<file path="config.mk">
export PLATFORM = sky130hd
export DESIGN_NAME = booth_r4_mul_seq
export DESIGN_NICKNAME = d
export VERILOG_FILES = /design/src/rtl/booth_pkg.sv /design/src/rtl/booth_r4_recoder.sv /design/src/rtl/booth_r4_mul_seq.sv
export SDC_FILE = /design/constraint.sdc
export NUM_CORES = 1
export LEC_CHECK = 0
export CAP_MARGIN = 20
export CORE_MARGIN = 2
export CORE_UTILIZATION = 30
export DETAILED_ROUTE_END_ITERATION = 8
export GPL_ROUTABILITY_DRIVEN = 0
export PLACE_DENSITY_LB_ADDON = 0.12
export SLEW_MARGIN = 20
export SYNTH_ARGS = -nofsm -noshare
export SYNTH_HDL_FRONTEND = slang
export SYNTH_SLANG_ARGS = --single-unit
</file>
<file path="constraint.sdc">
create_clock -name CLK -period 3.2 [get_ports CLK]
set_clock_uncertainty 0.15 [all_clocks]
set_input_delay 0.64 -clock CLK [delete_from_list [all_inputs] [get_ports CLK]]
set_output_delay 0.64 -clock CLK [all_outputs]
set_load 0.01 [all_outputs]
</file>
<file path="src/rtl/booth_pkg.sv">
`default_nettype none
// ============================================================================
// Module   : booth_pkg
// Purpose  : Shared types and constants for the radix-4 Booth multiplier.
// Revision : 1.0 - initial release
// ============================================================================
package booth_pkg;

    typedef enum logic [1:0] {
        IDLE = 2'd0,
        CALC = 2'd1,
        DONE = 2'd2
    } booth_state_e;

    // Digit control: zero forces a null addend, two selects 2A, neg subtracts.
    typedef struct packed {
        logic zero;
        logic two;
        logic neg;
    } booth_ctrl_t;

    localparam int BOOTH_MIN_WIDTH = 4;

    function automatic int booth_steps(input int width);
        return width / 2 + 1;
    endfunction

endpackage : booth_pkg
`default_nettype wire

</file>
<file path="src/rtl/booth_r4_recoder.sv">
`default_nettype none
// ============================================================================
// Module   : booth_r4_recoder
// Purpose  : Maps a radix-4 Booth triplet {b[2i+1], b[2i], b[2i-1]} to a digit.
// Revision : 1.0 - initial release
// ============================================================================
module booth_r4_recoder
    import booth_pkg::*;
(
    input  logic [2:0]  i_triplet,
    output booth_ctrl_t o_ctrl
);

    always_comb begin
        o_ctrl = '0;
        case (i_triplet)
            3'b000, 3'b111: o_ctrl.zero = 1'b1;
            3'b001, 3'b010: o_ctrl.zero = 1'b0;
            3'b011:         o_ctrl.two  = 1'b1;
            3'b100: begin
                o_ctrl.two = 1'b1;
                o_ctrl.neg = 1'b1;
            end
            3'b101, 3'b110: o_ctrl.neg  = 1'b1;
            default:        o_ctrl      = '0;
        endcase
    end

endmodule : booth_r4_recoder
`default_nettype wire

</file>
<file path="src/rtl/booth_r4_mul_seq.sv">
`default_nettype none
// ============================================================================
// Module   : booth_r4_mul_seq
// Purpose  : Iterative radix-4 Booth multiplier, signed/unsigned per operation.
// Revision : 1.0 - initial release
// ============================================================================
module booth_r4_mul_seq
    import booth_pkg::*;
#(
    parameter int WIDTH = 8
) (
    input  logic                 CLK,
    input  logic                 RST,
    input  logic                 in_valid,
    output logic                 in_ready,
    input  logic [WIDTH-1:0]     multiplicand,
    input  logic [WIDTH-1:0]     multiplier,
    input  logic                 signed_mode,
    output logic                 out_valid,
    input  logic                 out_ready,
    output logic [2*WIDTH-1:0]   product,
    output logic                 busy
);

    localparam int STEPS = booth_steps(WIDTH);
    localparam int EXT_W = WIDTH + 2;
    localparam int ACC_W = EXT_W + 2;
    localparam int CNT_W = $clog2(STEPS + 1);

    localparam logic [CNT_W-1:0] c_last_cnt = CNT_W'(STEPS);

    booth_state_e        r_state;
    booth_state_e        w_next_state;

    logic [EXT_W-1:0]    r_a;
    logic [ACC_W-1:0]    r_hi;
    logic [EXT_W-1:0]    r_lo;
    logic                r_bm1;
    logic [CNT_W-1:0]    r_cnt;
    logic [2*WIDTH-1:0]  r_product;
    logic                r_out_valid;

    logic [EXT_W-1:0]    w_a_ext;
    logic [EXT_W-1:0]    w_b_ext;
    logic [2:0]          w_triplet;
    booth_ctrl_t         w_ctrl;
    logic [ACC_W-1:0]    w_a_acc;
    logic [ACC_W-1:0]    w_mag;
    logic [ACC_W-1:0]    w_addend;
    logic [ACC_W-1:0]    w_sum;
    logic [ACC_W-1:0]    w_hi_next;
    logic [EXT_W-1:0]    w_lo_next;
    logic                w_last;

    // Mode is folded into the operand extension at accept, so it needs no register.
    assign w_a_ext = {{2{signed_mode & multiplicand[WIDTH-1]}}, multiplicand};
    assign w_b_ext = {{2{signed_mode & multiplier[WIDTH-1]}},   multiplier};

    assign w_triplet = {r_lo[1:0], r_bm1};

    booth_r4_recoder u_recoder (
        .i_triplet (w_triplet),
        .o_ctrl    (w_ctrl)
    );

    // Negative digits use inversion here plus a carry-in on the adder.
    assign w_a_acc   = {{2{r_a[EXT_W-1]}}, r_a};
    assign w_mag     = w_ctrl.zero ? '0 : (w_ctrl.two ? (w_a_acc << 1) : w_a_acc);
    assign w_addend  = w_ctrl.neg ? ~w_mag : w_mag;
    assign w_sum     = r_hi + w_addend + {{(ACC_W-1){1'b0}}, w_ctrl.neg};
    assign w_hi_next = {{2{w_sum[ACC_W-1]}}, w_sum[ACC_W-1:2]};
    assign w_lo_next = {w_sum[1:0], r_lo[EXT_W-1:2]};

    assign w_last = (r_cnt == c_last_cnt);

    always_ff @(posedge CLK) begin
        if (RST) begin
            r_state <= IDLE;
        end else begin
            r_state <= w_next_state;
        end
    end

    always_comb begin
        w_next_state = r_state;
        case (r_state)
            IDLE:    if (in_valid)  w_next_state = CALC;
            CALC:    if (w_last)    w_next_state = DONE;
            DONE:    if (out_ready) w_next_state = IDLE;
            default:                w_next_state = IDLE;
        endcase
    end

    // The cycle after the final step only transfers the accumulator into the product.
    always_ff @(posedge CLK) begin
        if (RST) begin
            r_a         <= '0;
            r_hi        <= '0;
            r_lo        <= '0;
            r_bm1       <= 1'b0;
            r_cnt       <= '0;
            r_product   <= '0;
            r_out_valid <= 1'b0;
        end else begin
            case (r_state)
                IDLE: begin
                    if (in_valid) begin
                        r_a   <= w_a_ext;
                        r_lo  <= w_b_ext;
                        r_hi  <= '0;
                        r_bm1 <= 1'b0;
                        r_cnt <= '0;
                    end
                end
                CALC: begin
                    if (w_last) begin
                        r_product   <= {r_hi[WIDTH-3:0], r_lo};
                        r_out_valid <= 1'b1;
                    end else begin
                        r_hi  <= w_hi_next;
                        r_lo  <= w_lo_next;
                        r_bm1 <= r_lo[1];
                        r_cnt <= r_cnt + CNT_W'(1);
                    end
                end
                DONE: begin
                    if (out_ready) begin
                        r_out_valid <= 1'b0;
                    end
                end
                default: r_out_valid <= 1'b0;
            endcase
        end
    end

    assign in_ready  = (r_state == IDLE);
    assign busy      = (r_state != IDLE);
    assign out_valid = r_out_valid;
    assign product   = r_product;

endmodule : booth_r4_mul_seq
`default_nettype wire

</file>
## Word-level counts from Yosys, hierarchy flattened

Cells that the tools add are included.
Widths: inputs -> output; s select.

- Bits in registers: 54
- Input bits: 21
- Output and inout bits: 19

- Add/subtract/negate cells: 3
- Eq/ne operators: 12
- Muxes and demuxes: 25
- Bitwise gates (word level): 4
- Reductions and logical operators: 12

Operator list:

| kind | count |
|---|---|
| $mux 12 | 4 |
| $pmux 12 s2 | 1 |
| $mux 10 | 2 |
| $pmux 10 s2 | 1 |
| $eq 3x3->1 const B | 5 |
| $add 12x1->12 | 1 |
| $add 12x12->12 | 1 |
| $not 12->12 | 1 |
| $mux 9 | 1 |
| $reduce_and 3->1 | 3 |
| $ne 2x2->1 const B | 4 |
| $mux 1 | 7 |
| $mux 2 | 3 |
| $mux 3 | 2 |
| $pmux 2 s3 | 1 |
| $pmux 3 s2 | 1 |
| $reduce_and 2->1 | 2 |
| $reduce_bool 2->1 | 2 |
| $reduce_or 2->1 | 2 |
| $add 3x1->3 const B | 1 |
| $eq 3x2->1 const B | 1 |
| $logic_not 3->1 | 1 |
| $pmux 1 s3 | 1 |
| $reduce_or 3->1 | 1 |
| 6 further kinds | 7 |

## Logic depth before layout (Yosys ltp)

- Depth in word-level cells: 11
- Gate-level depth with buffers: 13
- Depth with buffers taken out: 11

## Modules after synthesis

From an unflattened synthesis, not the netlist that was laid out.

- Cell total of the unflattened synthesis: 330
- Area total of the unflattened synthesis: 2,668.8 um^2

By module, submodules not included:

| module | instances | cells an instance | area each (um^2) | sequential area each (um^2) |
|---|---|---|---|---|
| booth_r4_mul_seq | 1 | 323 | 2,631.3 | 1,041.0 |
| booth_r4_recoder | 1 | 7 | 37.5 | 0.0 |

## Least setup slack after synthesis

No wires, ideal clock.

- Path kind: flip-flop to flip-flop
- Start: register r_lo[1]
- End: register r_hi[6]
- Arrival time: 2.569 ns
- Required time: 2.980 ns
- Path slack: 0.411 ns
- Stages on the path, launching flop included: 12
- Buffers on the path: 2
- Clock period less this slack: 2.789 ns
- Path through: dfxtp_1 buf_2 buf_1 xor2_1 a221o_1 fa_1 a211oi_2 o21ai_0 a31oi_1 xnor2_1 nand2_1 a21oi_1

- Cells in the longest elaborated chain, start to end: 11
- Elaborated cells between the ends (all ways): 20
- Classes of those cells: add/sub: 2; eq/ne: 5; mux: 8; bitwise: 1; reduce/logical: 4

RTL lines:

| what | line | text |
|---|---|---|
| start: declaration | booth_r4_mul_seq.sv:37 | `logic [EXT_W-1:0] r_lo;` |
| start signal: assignment | booth_r4_mul_seq.sv:109 | `r_lo <= w_b_ext;` |
| start signal: assignment | booth_r4_mul_seq.sv:121 | `r_lo <= w_lo_next;` |
| $eq 3x2->1 or $eq 3x3->1 (tied branches) | booth_r4_recoder.sv:16 | `case (i_triplet)` |
| $reduce_or 2->1 (no source line) | - |  |
| $mux 1 | booth_r4_recoder.sv:16 |  |
| $mux 9 | booth_r4_mul_seq.sv:68 | `assign w_mag = w_ctrl.zero ? '0 : (w_ctrl.two ? (w_a_acc << 1) : w_a_acc);` |
| $mux 12 | booth_r4_mul_seq.sv:68 |  |
| $not 12->12 | booth_r4_mul_seq.sv:69 | `assign w_addend = w_ctrl.neg ? ~w_mag : w_mag;` |
| $mux 12 | booth_r4_mul_seq.sv:69 |  |
| $add 12x12->12 | booth_r4_mul_seq.sv:70 | `assign w_sum = r_hi + w_addend + {{(ACC_W-1){1'b0}}, w_ctrl.neg};` |
| $add 12x1->12 (*) | booth_r4_mul_seq.sv:70 |  |
| $mux 12 (*) | booth_r4_mul_seq.sv:116 | `if (w_last) begin` |
| $pmux 12 s2 (*) | booth_r4_mul_seq.sv:105 | `case (r_state)` |
| end signal: assignment | booth_r4_mul_seq.sv:120 | `r_hi <= w_hi_next;` |
| end: declaration | booth_r4_mul_seq.sv:36 | `logic [ACC_W-1:0] r_hi;` |

Mark *: on every way between the ends. The rest lies on a longest branch, timed or not. The select of a mux whose other input is x is not followed.
A chain may end at the register's enable or synchronous reset.

## Worst setup path after layout

- Start: register r_lo[0]
- End: register r_hi[6]

Same word-level chain as after synthesis.

==> out/summary.txt <==
H-tree Lvls: 2
Startpoint Class: flop
Final period util: 0.893
Hold-fix buffers, CTS: 0
DP Worst Slack: 329 ps
FFs w/ async S/R, synth: 0
Worst skew pair latency: 300 ps
Gr ovfl total: 0
Largest family of logic cells by synthesized area: compound AO/OA/AOI/OAI gates
Core area: 8590 um2
Yosys warns: 0
Fraction of synthesized area in multiplexers: 0
Hold Path Class: reg -> reg
GRT Total Usage: 0.138
Vias: 2302
IO Port Bufs: 39
Final hold violations: 0
Post-CTS Setup Bufs: 0
PnR worst setup slack: 341 ps
P_leak: 1.20 nW
Worst-path fanout max: 8
Final Cell Area: 3230 um2
FF+latch count, synth: 52
Post-synthesis sequential area ratio: 0.398
Iteration-0 DRC Markers: 107
TritonCTS Buffers: 5
Worst VDD drop: 0.169 mV
Synth-to-Final Area Change: 23.4%
Cells after synthesis: 335
First-pass GRT wire length: 10800 um
Average size of a mapped cell: 7.82 um2
Complex-gate fraction of the synthesized area: 0.226
Largest net degree at the start of global routing: 56
CTS sink cnt: 52
HP Start: product[10]
Syn nets: 368
# DRC: 0
Initial Util: 0.305
# Max-Cap Violations: 0
Worst EP arrival: 2930 ps
Worst slew pin tran: 1010 ps
Cell Area, Placed: 3100 um2
CTS max path bufs: 2
Final setup viols: 0
Number of global-route vias before repair: 2177
ANT cells: 0
CP Capture Type: flop
Hold Slack: 307 ps
Cell Pwr Density: 442 nW/um2
Outcome: finished clean
Rows: 34
Worst endpoint required time: 3270 ps
Die H: 97.4 um
Layout cells sized above 1: 0.0569
Die W: 97.4 um
DR WL/cell: 13.5 um
CTS tree: built
F_max: 350 MHz
RSZ-0062 raised after global routing: false
DR pass1 iterations: 4
Die ar.: 9490 um2
Setup TNS: 0 ps
# resized after CTS: 0
EDFF count, synth: 0
Post-DRT Antenna Nets: 0
Ys flop type: dfxtp_1
Synthesized-area fraction occupied by and/or/nand/nor cells: 0.222
Io pins: 40
Reg2reg start: r_lo[0]
Initial antenna violation count: 0
Unique cell type count in the Yosys netlist: 41
Routed WL: 6430 um
Nets: 402
Final Power: 1.43 mW
Synth Cell Area: 2620 um2
Adder-cell area share of the yosys netlist: 0.0602
Final Max Slew Viols: 0
Critical path launch point: r_lo[0]
Clock-pin slew on the worst setup and hold paths: 90 ps
Min Tclk post-route: 2860 ps
Vias/cell: 4.83
Root buf cell: clkbuf_8
Post-Synth XOR/XNOR Area: 0.0597
Slew margin rel.: 0.326
Hpwl dp: 4580 um
Critical path class: reg -> reg
==> flip-flops by register name (all words and copies together) (netlist names) <==
signal / flops
out_valid: 1
product: 16
r_a: 9
r_bm1: 1
r_cnt: 3
r_hi: 10
r_lo: 10
r_state: 2
==> stage by stage <==
stage                util  cells
global placement    0.361    470
finish              0.376    477
detailed placement  0.361    470
CTS                 0.376    477
global route        0.376    477
floorplan               -    335
==> routing by layer <==
metal	wire length (um)	track usage	up-vias	share of wire
met3	177	0.0237	4	0.028
met4	87	0.0406	0	0.014
met1	3330	0.200	1038	0.52
met2	2830	0.209	39	0.44
met5	0	0	-	0
li1	-	-	1221	-
==> worst max-delay path, cell delays in order, from the launching register on <==
cell and delay [ps]:
dfxtp_1 470, nor2_1 90, nand2_1 220, nor2_1 60, a221o_1 310, fa_1 470
a211oi_2 260, o21ai_0 120, a31oi_1 270, xnor2_1 150, nand2_1 70, a21oi_1 140
==> cells in the mapped netlist (3+ instances only) <==
cell | number | area (um2)
a21oi_1 | 52 | 260
a221o_1 | 4 | 40.0
a22oi_1 | 12 | 90.1
buf_2 | 9 | 45.0
clkbuf_1 | 5 | 18.8
dfxtp_1 | 52 | 1040
ha_1 | 11 | 138
inv_1 | 3 | 11.3
nand2_1 | 76 | 285
nand2b_1 | 3 | 18.8
nand3_1 | 6 | 30.0
nand3b_1 | 6 | 45.0
nor2_1 | 27 | 101
nor2b_1 | 3 | 18.8
nor3_1 | 4 | 20.0
o21ai_0 | 18 | 90.1
xnor2_1 | 4 | 35.0
xor2_1 | 12 | 105
==> kinds of logic after synthesis <==
family / after synthesis
AO/OA/AOI/OAI: 100
XOR/XNOR: 17
adder cells (fa/ha/maj): 12
buffers and inverters: 21
flip-flops: 52
AND/OR/NAND/NOR: 133
==> where the power goes <==
group,total [mW],internal (mW),switching (mW)
clock,0.526,0.308,0.218
combinational,0.208,0.0892,0.119
sequential,0.695,0.670,0.0253
total,1.43,1.07,0.362
==> path summary, 6_finish.rpt <==
check                 to  slack (ps)  cells past startpoint
min reg2reg  product[10]         310                      2
max              r_hi[6]         340                     11
min          product[10]         310                      2
max reg2reg      r_hi[6]         340                     11
==> layout by cell type (no fill, tap or decap), types with 2 or more instances in the layout <==
master / n
ha_1: 11
clkdlybuf4s50_1: 38
nand2b_1: 3
dfxtp_1: 52
inv_1: 3
o21ai_1: 2
a21oi_1: 52
a211oi_1: 2
nand3_1: 6
o21ai_0: 18
xnor2_1: 4
nor2_1: 27
a22oi_1: 12
a211oi_2: 2
nor3_1: 4
clkbuf_8: 5
nor2b_1: 3
nand2_1: 76
a221o_1: 4
buf_4: 6
nand3b_1: 6
bufinv_16: 2
xor2_1: 12
==> final cells by class <==
class	instances	area [um2]
well taps	108	135
clock buffers	5	68.8
inverters	3	11.3
repair buffers	45	430
clock inverters	2	60.1
flip-flops and latches	52	1040
multi-input cells	262	1490
fillers	920	5360
Note: power is estimated with default switching activity, not from simulation.
==> patch 1 (same settings) <==
Reset style: asynchronous (`RST`), changed in 2 clocked blocks.
--- a/src/rtl/booth_r4_mul_seq.sv
+++ b/src/rtl/booth_r4_mul_seq.sv
@@ -73,7 +73,7 @@
 
     assign w_last = (r_cnt == c_last_cnt);
 
-    always_ff @(posedge CLK) begin
+    always_ff @(posedge CLK or posedge RST) begin
         if (RST) begin
             r_state <= IDLE;
         end else begin
@@ -92,7 +92,7 @@
     end
 
     // The cycle after the final step only transfers the accumulator into the product.
-    always_ff @(posedge CLK) begin
+    always_ff @(posedge CLK or posedge RST) begin
         if (RST) begin
             r_a         <= '0;
             r_hi        <= '0;
Formal check against the unedited RTL: differs if RST is asserted again (counterexample within 4 cycles, from zero or initial values and one cycle with RST high); with RST held inactive, the same outputs for 4 cycles.
==> patch 1 against the original RTL <==
Synthesized area grew 3.3%. Worst setup slack got worse by 85 ps. Design area grew 5.1%. Wire length fell by 7.3%. Sequential cell count is the same. Sequential share of layout area is 6.1 points higher. Critical path type unchanged.
Power is not compared: it rests on default switching activity, and its combinational part moved more than twofold at a synthesized area within 25%.
==> patch 1: results (changes against the original RTL) <==
[outcome]
status=completed  ; unchanged

[setup_path]
crit_arrival_ps=2970  ; was 2930 ps
cp_max_fo=9  ; was 8
max_stage_delay_ps=490  ; was 470 ps
startpoint=r_lo[0]$_DFFE_PP0P_  ; was r_lo[0]$_SDFFE_PP0P_
cp_slowest_cell=dfrtp_2  ; was dfxtp_1

[synthesis]
synth_area_leaders=dfrtp_1, mux2_2, nand2_1  ; was dfxtp_1, nand2_1, a21oi_1
synth_cells=260  ; was 335
yosysSeqAreaShare_pct=48.1  ; was 39.8%
synthesis.nets=293  ; was 368
async_flop_share_pct=100  ; was 0%
synth_commonest_cells=dfrtp_1, nand2_1, mux2_2, o21ai_0, a22oi_1  ; was nand2_1, a21oi_1, dfxtp_1

[clock_tree]
clk_pin_slew_ps=110  ; was 90 ps
cts_resized=0  ; unchanged

[placed_design]
dp.cells=401  ; was 470
place_area_um2=3220  ; was 3100 um2
place_ws_ps=116  ; was 329 ps
dp_hpwl_um=4360  ; was 4580 um

[route]
drtIter0Drc=81  ; was 107
vias=1991  ; was 2,302
wl_met1_um=3080  ; was 3330 um
met3WireLength_um=168  ; was 177 um
wl_met2_um=2650  ; was 2830 um
wl_per_cell_um=14.6  ; was 13.5 um
vias_per_cell=4.87  ; was 4.83

[global_route]
antenna_found_initial=0  ; unchanged
use_met3_pct=2.20  ; was 2.37%
use_met2_pct=20.3  ; was 20.9%
grt_pass1_wl_um=10300  ; was 10,800 um
grt_max_degree=30  ; was 56
grt_use_met1_pct=18.8  ; was 20.0%
track_usage_pct=13.0  ; was 13.8%

[finish]
nFillCells=862  ; was 920
drive_gt1_share_pct=14.6  ; was 5.69%
final_nets=333  ; was 402

[hold_path]
hold_start=r_lo[5]$_DFFE_PP0P_  ; was product[10]$_SDFFE_PP0P_

[sta]
relSlewSlack_pct=62.0  ; was 32.6%

[patch 1: cell types whose count changed in the layout (fill, tap and decap cells not counted), moves of 6 or more]
| cell | delta |
|---|---|
| nor2_1 | -19 |
| mux2_2 | +23 |
| a21oi_1 | -41 |
| nand2_1 | -37 |
| dfxtp_1 | -52 |
| dfrtp_1 | +51 |
| nand3b_1 | -6 |
[patch 1: logic make-up after synthesis]
family,after synthesis,synth area share (%)
AOI/OAI and AO/OA,70,16.3
and+or+nand+nor,63,10.4
DFF,52,48.1
muxes,23,9.57
buffers and inverters,21,3.65
xor gates and xnor gates,19,6.15
adders and majority gates,12,5.83
[patch 1: cell type report]
class	instances	area [um2]	share of cell area, %
multi-input combinational	187	1320	38.8
clock buffer	5	68.8	2.03
sequential	52	1300	38.4
timing repair buffer	45	448	13.2
inverter	9	33.8	0.995
tap	108	135	3.98
clock inverter	3	90.1	2.65
[patch 1: power groups by stage]
stage / registers [mW] / clock network (mW) / logic (mW)
after floorplan: 1.23 / 0 / 1.78
after global placement: 1.27 / 0 / 2.46
after detailed placement: 1.28 / 0 / 2.46
after CTS: 1.27 / 0.638 / 2.48
after global routing: 1.32 / 0.667 / 2.77
final: 1.27 / 0.619 / 2.46
[patch 1: path summary, 6_finish.rpt]
check | end | slack [ps] | cells after the start
setup / recovery | r_hi[4]$_DFFE_PP0P_ | 260 | 10
hold / removal | r_lo[5]$_DFFE_PP0P_ | 360 | 2
setup reg to reg | r_hi[4]$_DFFE_PP0P_ | 260 | 10
hold reg to reg | r_lo[5]$_DFFE_PP0P_ | 360 | 2
max in group asynchronous | r_lo[1]$_DFFE_PP0P_ | 1800 | 3
min in group asynchronous | r_hi[1]$_DFFE_PP0P_ | 560 | 2
==> patch 2 (same settings) <==
Made on the original files. Change the parameter `WIDTH` from 8 to 32.
--- a/src/rtl/booth_r4_mul_seq.sv
+++ b/src/rtl/booth_r4_mul_seq.sv
@@ -7,7 +7,7 @@
 module booth_r4_mul_seq
     import booth_pkg::*;
 #(
-    parameter int WIDTH = 8
+    parameter int WIDTH = 32
 ) (
     input  logic                 CLK,
     input  logic                 RST,
Ports: changed (resized multiplicand, multiplier and product); port bits go from 40 to 136. No check against the original RTL was run, so the function may have changed too.
==> patch 2 against the original RTL <==
The flow now finishes with violations (setup timing). Design area rose to 4.0 times the old value. Die area grew to 3.2 times the old value. Wire length grew to 4.3 times the old value. Clock power rose to 4.3 times the old value. Critical endpoint is now r_hi[18]$_SDFFE_PP0P_. Synthesized area increased to 3.4 times the old value. Largest power group unchanged. Worst setup slack lost 500 ps. Sequential share of layout area is 5.1 points lower. Sequential cell count increased by 122. Total power increased to 3.9 times the old value. Global-route usage rose by 4.1 points.
==> patch 2: results (changes against the original RTL) <==
[outcome]
status=finished, violations left  ; was completed
violations=setup timing

[route]
drtPass1Iterations=5  ; was 4
drtIter0Drc=513  ; was 107
wl_per_cell_um=15.9  ; was 13.5 um
vias=8633  ; was 2,302

[setup_path]
crit_arrival_ps=3490  ; was 2930 ps
cp_max_fo=6  ; was 8

[clock_tree]
clk_pin_slew_ps=80
htree_levels=4  ; was 2
cts_buffer_depth=2  ; unchanged
clkLatencyLatePin_ps=440  ; was 300 ps
cts-root-buf=clkbuf_16  ; was clkbuf_8
cts_inserted_buffers=17  ; was 5

[synthesis]
synthesis.nets=1238  ; was 368
async_flop_share_pct=0  ; unchanged
synth_warnings=0  ; unchanged
synth_area_leaders=dfxtp_1, nand2_1, a21oi_1  ; unchanged
synth.distinct_cells=59  ; was 41
synth_commonest_cells=nand2_1, dfxtp_1, a21oi_1  ; was nand2_1, a21oi_1, dfxtp_1
synth_top_flop_cell=dfxtp_1  ; unchanged
yosysSeqAreaShare_pct=39.6  ; was 39.8%

[sta]
relSlewSlack_pct=49.8  ; was 32.6%
finalSetupViolCount=16  ; was 0
fin_ws_ps=-156  ; was 341 ps
setup_tns_ps=-1380  ; was 0 ps

[global_route]
grt_pass1_vias=8437  ; was 2,177
grt_use_met1_pct=24.3  ; was 20.0%
grt_pass1_wl_um=44300  ; was 10,800 um
grt_max_degree=116  ; was 56
use_met3_pct=2.74  ; was 2.37%
antenna_found_initial=0  ; unchanged
track_usage_pct=17.9  ; was 13.8%
use_met2_pct=30.1  ; was 20.9%

[power_and_ir_drop]
vdd_drop_max_v=0.000288  ; was 0.000169 V
total_leakage_power_nw=5.10  ; was 1.20 nW

[placed_design]
io_buffer_count=135  ; was 39
place_ws_ps=-341  ; was 329 ps
dp_hpwl_um=18500  ; was 4580 um

[finish]
nFillCells=2855  ; was 920
final_nets=1465  ; was 402
diodes=0  ; unchanged
drive_gt1_share_pct=20.6  ; was 5.69%
largest_register_ff_count=64  ; was 16

[floorplanning]
row_count=62  ; was 34

[hold_path]
min_path_type=reg2reg  ; unchanged

## patch 2: cell count changes in the layout (fill, tap and decap cells not counted), moves of 46 or more
cell             before  now
a21oi_1              52  142
buf_4                 6  122
clkdlybuf4s50_1      38  134
dfxtp_1              52  171
nand2_1              76  303
nor2_1               27   73
## patch 2: path summary, 6_finish.rpt
path                            startpoint                  endpoint  slack, ps  cells after the start
setup / recovery      r_lo[0]$_SDFFE_PP0P_     r_hi[18]$_SDFFE_PP0P_       -160                     14
hold / removal    product[48]$_SDFFE_PP0P_  product[48]$_SDFFE_PP0P_        300                      2
setup reg to reg      r_lo[0]$_SDFFE_PP0P_     r_hi[18]$_SDFFE_PP0P_       -160                     14
hold reg to reg   product[48]$_SDFFE_PP0P_  product[48]$_SDFFE_PP0P_        300                      2
## patch 2: per-stage QoR
stage	utilization (%)	std cells	cell area (um2)	power [mW]
after floorplan	-	1131	8970	2.86
after global placement	39.3	1685	11300	3.21
after detailed placement	39.3	1685	11300	3.21
after CTS	43.5	1739	12500	5.55
after global routing	44.8	1755	12900	5.79
final	44.8	1755	12900	5.54
## patch 2: layout make-up
cell class	count	area, um2	area share, %
clock inverters	15	216	1.68
flip-flops and latches	174	3490	27.1
inverters	9	33.8	0.262
clock buffers	17	425	3.30
repair buffers	284	2650	20.5
multi-input cells	872	5600	43.4
well taps	384	480	3.73
## patch 2: kinds of logic (layout without fill, tap and decap cells)
logic type / Yosys count / in the layout / share of synthesized area, %
DFF: 174 / 174 / 39.6
and+or+nand+nor: 460 / 461 / 21.5
AOI/OAI and AO/OA: 303 / 303 / 22.4
muxes: 3 / 3 / 0.370
buffers and inverters: 87 / 325 / 4.08
xor gates and xnor gates: 66 / 67 / 6.57
adders and majority gates: 38 / 38 / 5.49
## patch 2: repair_timing
item,4_1_cts,5_1_grt
setup endpoints to repair,18,18
hold buffers,0,0
endpoints found under the hold margin,0,0
gates resized for setup,66,55
gates cloned,4,1
buffers inserted,19,15
pin swaps,49,42
## patch 2: metal layers
layer | share of wire, % | wire, um
met5 | 0 | 0
met4 | 0.83 | 231
met3 | 3.0 | 848
met2 | 47 | 13100
met1 | 49 | 13600
## patch 2: power breakdown
| group | switching, mW | internal [mW] | total, mW |
|---|---|---|---|
| clock network | 1.15 | 1.10 | 2.25 |
| registers | 0.0905 | 2.25 | 2.34 |
| logic | 0.482 | 0.472 | 0.954 |
| total | 1.72 | 3.82 | 5.54 |
## patch 2: worst max-delay path: stages, from the launching register on
cell      delay (ps)
dfxtp_4          380
buf_12           140
xor2_4           190
a221o_1          380
fa_2             400
nand3_2           90
a211oi_2          70
o21ai_2          180
a31oi_2          130
a221o_1          390
buf_4            160
buf_6            110
a31o_2           240
xnor2_1          130
o21ai_0           90
